--- src/rtl/fle_frac_pkg.sv ---
// Shared bit-map positions and chain length for the fracturable logic element.
// Defining FLE_FRAC_CFG_PARITY_EN appends an even-parity bit to the chain.
package fle_frac_pkg;

  function automatic int unsigned lut_bits(input int unsigned k);
    return 32'd1 << k;
  endfunction

  function automatic int unsigned frac_idx(input int unsigned k);
    return lut_bits(k);
  endfunction

  function automatic int unsigned regsel0_idx(input int unsigned k);
    return lut_bits(k) + 1;
  endfunction

  function automatic int unsigned regsel1_idx(input int unsigned k);
    return lut_bits(k) + 2;
  endfunction

  function automatic int unsigned par_idx(input int unsigned k);
    return lut_bits(k) + 3;
  endfunction

  function automatic int unsigned cfg_len(input int unsigned k);
`ifdef FLE_FRAC_CFG_PARITY_EN
    return lut_bits(k) + 4;
`else
    return lut_bits(k) + 3;
`endif
  endfunction

endpackage

--- src/rtl/fle_frac_lut.sv ---
// Combinational K-LUT, optionally fractured into two (K-1)-LUTs that share
// the low K-1 inputs and select the lower/upper halves of the mask.
module fle_frac_lut #(
  parameter int unsigned K = 6
) (
  input  logic [(1<<K)-1:0] mask,
  input  logic              frac,
  input  logic [K-1:0]      fle_in,
  output logic              lut_a,
  output logic              lut_b
);

  logic [K-1:0] idx_a;
  logic [K-1:0] idx_b;

  always_comb begin
    idx_a = fle_in;
    idx_b = fle_in;
    if (frac) begin
      idx_a = {1'b0, fle_in[K-2:0]};
      idx_b = {1'b1, fle_in[K-2:0]};
    end
    lut_a = mask[idx_a];
    lut_b = mask[idx_b];
  end

endmodule

--- src/rtl/fle_frac_cfg.sv ---
// Fracturable logic element with a serial configuration chain and bit counter.
// FLE_FRAC_CFG_PARITY_EN adds a parity bit and the cfg_err check.
module fle_frac_cfg
  import fle_frac_pkg::*;
#(
  parameter int unsigned K = 6
) (
  input  logic         clk,
  input  logic         reset,
  input  logic         prog_en,
  input  logic         ccff_head,
  output logic         ccff_tail,
  input  logic [K-1:0] fle_in,
  input  logic         fle_ce,
  output logic [1:0]   fle_out,
  output logic         cfg_valid,
  output logic         cfg_err
);

  localparam int unsigned LUT_BITS    = lut_bits(K);
  localparam int unsigned FRAC_IDX    = frac_idx(K);
  localparam int unsigned REGSEL0_IDX = regsel0_idx(K);
  localparam int unsigned REGSEL1_IDX = regsel1_idx(K);
  localparam int unsigned CFG_LEN     = cfg_len(K);
  localparam int unsigned CNT_W       = $clog2(CFG_LEN + 1);
  localparam logic [CNT_W-1:0] CNT_MAX = CNT_W'(CFG_LEN);

  logic [CFG_LEN-1:0] cfg_q, cfg_d;
  logic [CNT_W-1:0]   cnt_q, cnt_d;
  logic               ff0_q, ff0_d;
  logic               ff1_q, ff1_d;
  logic               lut_a, lut_b;

  fle_frac_lut #(.K(K)) u_lut (
    .mask   (cfg_q[LUT_BITS-1:0]),
    .frac   (cfg_q[FRAC_IDX]),
    .fle_in (fle_in),
    .lut_a  (lut_a),
    .lut_b  (lut_b)
  );

  // Shifting takes priority over the user flops so they never capture a
  // LUT output built from a half-loaded mask.
  always_comb begin
    cfg_d = cfg_q;
    cnt_d = cnt_q;
    ff0_d = ff0_q;
    ff1_d = ff1_q;
    if (prog_en) begin
      cfg_d = {cfg_q[CFG_LEN-2:0], ccff_head};
      if (cnt_q != CNT_MAX) cnt_d = cnt_q + 1'b1;
    end else if (fle_ce) begin
      ff0_d = lut_a;
      ff1_d = lut_b;
    end
  end

  always_ff @(posedge clk) begin
    if (reset) begin
      cfg_q <= '0;
      cnt_q <= '0;
      ff0_q <= 1'b0;
      ff1_q <= 1'b0;
    end else begin
      cfg_q <= cfg_d;
      cnt_q <= cnt_d;
      ff0_q <= ff0_d;
      ff1_q <= ff1_d;
    end
  end

  assign ccff_tail = cfg_q[CFG_LEN-1];
  assign cfg_valid = (cnt_q == CNT_MAX) && !prog_en;

`ifdef FLE_FRAC_CFG_PARITY_EN
  assign cfg_err = cfg_valid && (^cfg_q);
`else
  assign cfg_err = 1'b0;
`endif

  always_comb begin
    fle_out = '0;
    if (cfg_valid && !cfg_err) begin
      fle_out[0] = cfg_q[REGSEL0_IDX] ? ff0_q : lut_a;
      fle_out[1] = cfg_q[REGSEL1_IDX] ? ff1_q : lut_b;
    end
  end

endmodule
--- config.mk ---
export PLATFORM = sky130hd
export DESIGN_NAME = fle_frac_cfg
export DESIGN_NICKNAME = d
export VERILOG_FILES = /design/src/rtl/fle_frac_pkg.sv /design/src/rtl/fle_frac_lut.sv /design/src/rtl/fle_frac_cfg.sv
export SDC_FILE = /design/constraint.sdc
export NUM_CORES = 1
export LEC_CHECK = 0
export CAP_MARGIN = 20
export CORE_UTILIZATION = 45
export DETAILED_ROUTE_END_ITERATION = 10
export GPL_ROUTABILITY_DRIVEN = 0
export PLACE_DENSITY = 0.64
export SYNTH_ARGS = -nofsm -noshare
export SYNTH_HDL_FRONTEND = slang
export SYNTH_SLANG_ARGS = --single-unit
--- constraint.sdc ---
create_clock -name clk -period 1.8 [get_ports clk]
set_clock_uncertainty 0.05 [all_clocks]
set_input_delay 0.27 -clock clk [delete_from_list [all_inputs] [get_ports clk]]
set_output_delay 0.27 -clock clk [all_outputs]
set_load 0.02 [all_outputs]
==> summary.md <==
| Metric | Value |
|---|---|
| Vias in the first global route | `about 2,600` |
| PortBufs | `14` |
| Place WS | `-1.10 ns` |
| Reg2reg end | `ff1_q` |
| Seq/Total Area, Yosys | `around 44%` |
| Share of cells above drive strength 1 | `~28%` |
| Worst Path Buf+Inv | `1` |
| Syn Std Cell Area | `about 3400 µm²` |
| H-Tree Depth | `3` |
| Power per Cell Area | `677 nW/µm²` |
| Outcome | `finished with violations` |
| Root buffer cell | `clkbuf_8` |
| GR peak layer | `met2` |
| Routed via count | `2,731` |
| # Max-Cap Violations | `0` |
| Most frequent cells in the layout | `100 x mux2i_1, 86 x buf_4, 74 x dfxtp_1` |
| Pleak | `0.00215 µW` |
| Commonest non-fill, non-tap cell in the layout | `mux2i_1` |
| Synthesized net count | `370` |
| Crit path max fanout | `5` |
| Initial antenna violation count | `0` |
| Cells after synthesis | `358` |
| CP Depth | `8` |
| Max Slew Vio Count | `0` |
| Worst setup path end | `fle_out[1]` |
| Met2 Use GR | `30.5%` |
| Vias per cell | `4.97` |
| Design Power | `a little over 3000 µW` |
| Drt first-iter violations | `116` |
| CTS Sinks | `76` |
| Grt met3 use | `4.71%` |
| GRT Util Overall | `approximately a fifth` |
| Worst path cell trace | `ha_4, nor4b_4, nand3b_1, or2_4, nor4_4, o21ai_1, nand3_2, buf_6` |
| Die Y | `89.5 µm` |
| CP delay by family, top | `simple AND/OR/NAND/NOR gates` |
| Num ports | `16` |
| DIE WIDTH | `between 80 and 90 µm` |
| Detail Route Antenna Nets | `0` |
| Layout overhead on the synthesized area | `31.5%` |
| Met1 Resource Use GR | `~27%` |
| Synth cell types | `31` |
| Layout Nets | `459` |
| Synth warnings | `0` |
| Avg WL per Cell | `~13 µm` |
| R2r worst-path depth | `8` |
| Hold Buf Count CTS | `0` |
| Initial Util | `between 40 and 50%` |
| Violated checks | `negative setup slack` |
| Slew HR | `a little over three fifths` |
| Core Area | `between 7000 and 8000 µm²` |
| Antenna cells | `0` |
| WHS | `about 0.16 ns` |
| CTS buffer count | `9` |
| Worst EP arrival | `approximately 1.9 ns` |
| Peak supply drop | `roughly 0.5 mV` |
| # DRC | `0` |
| Cell at the slowest stage of the critical path | `dfxtp_2` |
| Final setup vio count | `3` |
| Final worst slack | `-0.458 ns` |
| Clock-pin slew of the registers on the worst-case setup and hold paths | `0.07 ns` |
| Worst setup SP type | `flop` |
| Hold Violations, Final | `0` |
| Clock latency on the worst-skew pair | `approximately 0.35 ns` |
| First-pass GRT wire length | `~12,000 µm` |
| Peak Freq | `443 MHz` |
| CP startpoint | `cnt_q[1]` |
| Clk buf depth | `2` |
| Slew @ Worst Pin | `around 0.55 ns` |
| TritonRoute pass-1 iters | `4` |
| Flip-flop and latch count after synthesis | `76` |
| Syn avg cell area | `around 9.6 µm²` |
| Worst Path Required | `roughly 1.5 ns` |
| RSZ-0062 raised after global routing | `yes` |
| Placed cells | `between 500 and 600` |
| Critical Path Max Stage Delay | `around 0.35 ns` |
| Fin crit share | `125%` |
| RR Startpoint | `cfg_q[18]` |
| Worst min-delay path class | `primary input to flop` |
| Row cnt | `31` |
| HP Start | `reset` |
| GR Overflow Total | `0` |
| Die ar. | `around 8000 µm²` |
| Post-layout min period | `2.26 ns` |
| Post-route insts no fill | `550` |
| Worst setup path category | `flop to output port` |
| FF-to-FF setup slack | `around 0.25 ns` |
| Final WL | `around 7400 µm` |
| TritonCTS clock tree | `done` |
| Final HPWL DP | `around 5200 µm` |
| Pin count of the biggest net entering global routing | `34` |
| CP Capture Type | `output port` |
## per-stage QoR
step           TNS, ns  utilization, %  area (µm²)
3_5_place_dp     -3.35            57.9        4250
4_1_cts          -1.27            61.3        4490
5_1_grt          -1.55            61.8        4530
6_report         -1.18            61.8        4530
3_3_place_gp     -2.94            57.9        4250
2_1_floorplan        0               -        3470
## cell usage after synthesis
master    number  area [µm²]
buf_2          8        40.0
or3_1          2        12.5
clkbuf_1      11        41.3
nand4_1        4        25.0
buf_12         1        20.0
buf_4          1        7.51
xor2_1         4        35.0
nor4_1         2        12.5
ha_1           1        12.5
a21oi_1        2        10.0
dfxtp_1       76        1520
and2_0         1        6.26
or2_1          1        6.26
or2_2          1        6.26
o22ai_1        2        12.5
nor3_1         6        30.0
nor2b_1        3        18.8
conb_1         1        3.75
buf_6          3        33.8
a22oi_1       16         120
nand3b_1       3        22.5
inv_1          1        3.75
buf_1          1        3.75
o21ai_1        3        15.0
nor2_1        74         278
mux2i_1      100        1000
nand3_1        7        35.0
nor4b_1        1        8.76
o21ai_0        9        45.0
nand2_1        9        33.8
nand2b_1       4        25.0
## per-layer routing
metal,up-vias,share of wire (%)
li1,1426,-
met1,1260,50
met2,33,45
met3,12,2.7
met4,0,2.2
met5,-,0
## how the worst min path moves through the flow
| stage | endpoint | slack, ns | cells past startpoint |
|---|---|---|---|
| 4_1_cts | cfg_q[65] | 0.13 | 2 |
| 2_1_floorplan | cfg_q[0] | 0.37 | 2 |
| 6_report | cfg_q[65] | 0.16 | 2 |
| 3_5_place_dp | ff1_q | 0.43 | 2 |
| 5_1_grt | cfg_q[65] | 0.16 | 2 |
| 3_3_place_gp | ff0_q | 0.44 | 2 |
## report_power, final
| group | internal [µW] | switching, µW | total [µW] | leakage, µW |
|---|---|---|---|---|
| Combinational | 143 | 160 | 303 | 0.00146 |
| Clock | 487 | 580 | 1070 | 0.0000800 |
| Sequential | 1690 | 7.84 | 1700 | 0.000613 |
| Total | 2320 | 748 | 3070 | 0.00215 |
## logic make-up (layout without fill, tap and decap cells)
family | Yosys count | after routing | share of synthesized area (%)
adders and majority gates | 1 | 1 | 0.363
other | 1 | 1 | 0.109
AOI/OAI and AO/OA | 32 | 32 | 5.88
and+or+nand+nor | 118 | 118 | 15.1
muxes | 100 | 100 | 29.0
buffers and inverters | 26 | 119 | 4.36
xor gates and xnor gates | 4 | 4 | 1.02
DFF | 76 | 76 | 44.1
## what timing repair did
action	CTS	global route
gates resized for setup	40	5
pin swaps	5	3
setup endpoints to repair	3	4
setup buffers	1	2
## final cells by class
cell class | instances | area [µm²]
clock buffers | 12 | 135
inverters | 1 | 3.75
well taps | 99 | 124
repair buffers | 103 | 836
fillers | 630 | 2800
multi-input cells | 256 | 1890
flip-flops and latches | 76 | 1520
clock inverters | 3 | 15.0
## sequential cells by signal, summed over array words and instances (netlist names)
signal and cells:
ff1_q 1, ff0_q 1, cfg_q 67, cnt_q 7
No activity file was read; power rests on OpenSTA's default activity.
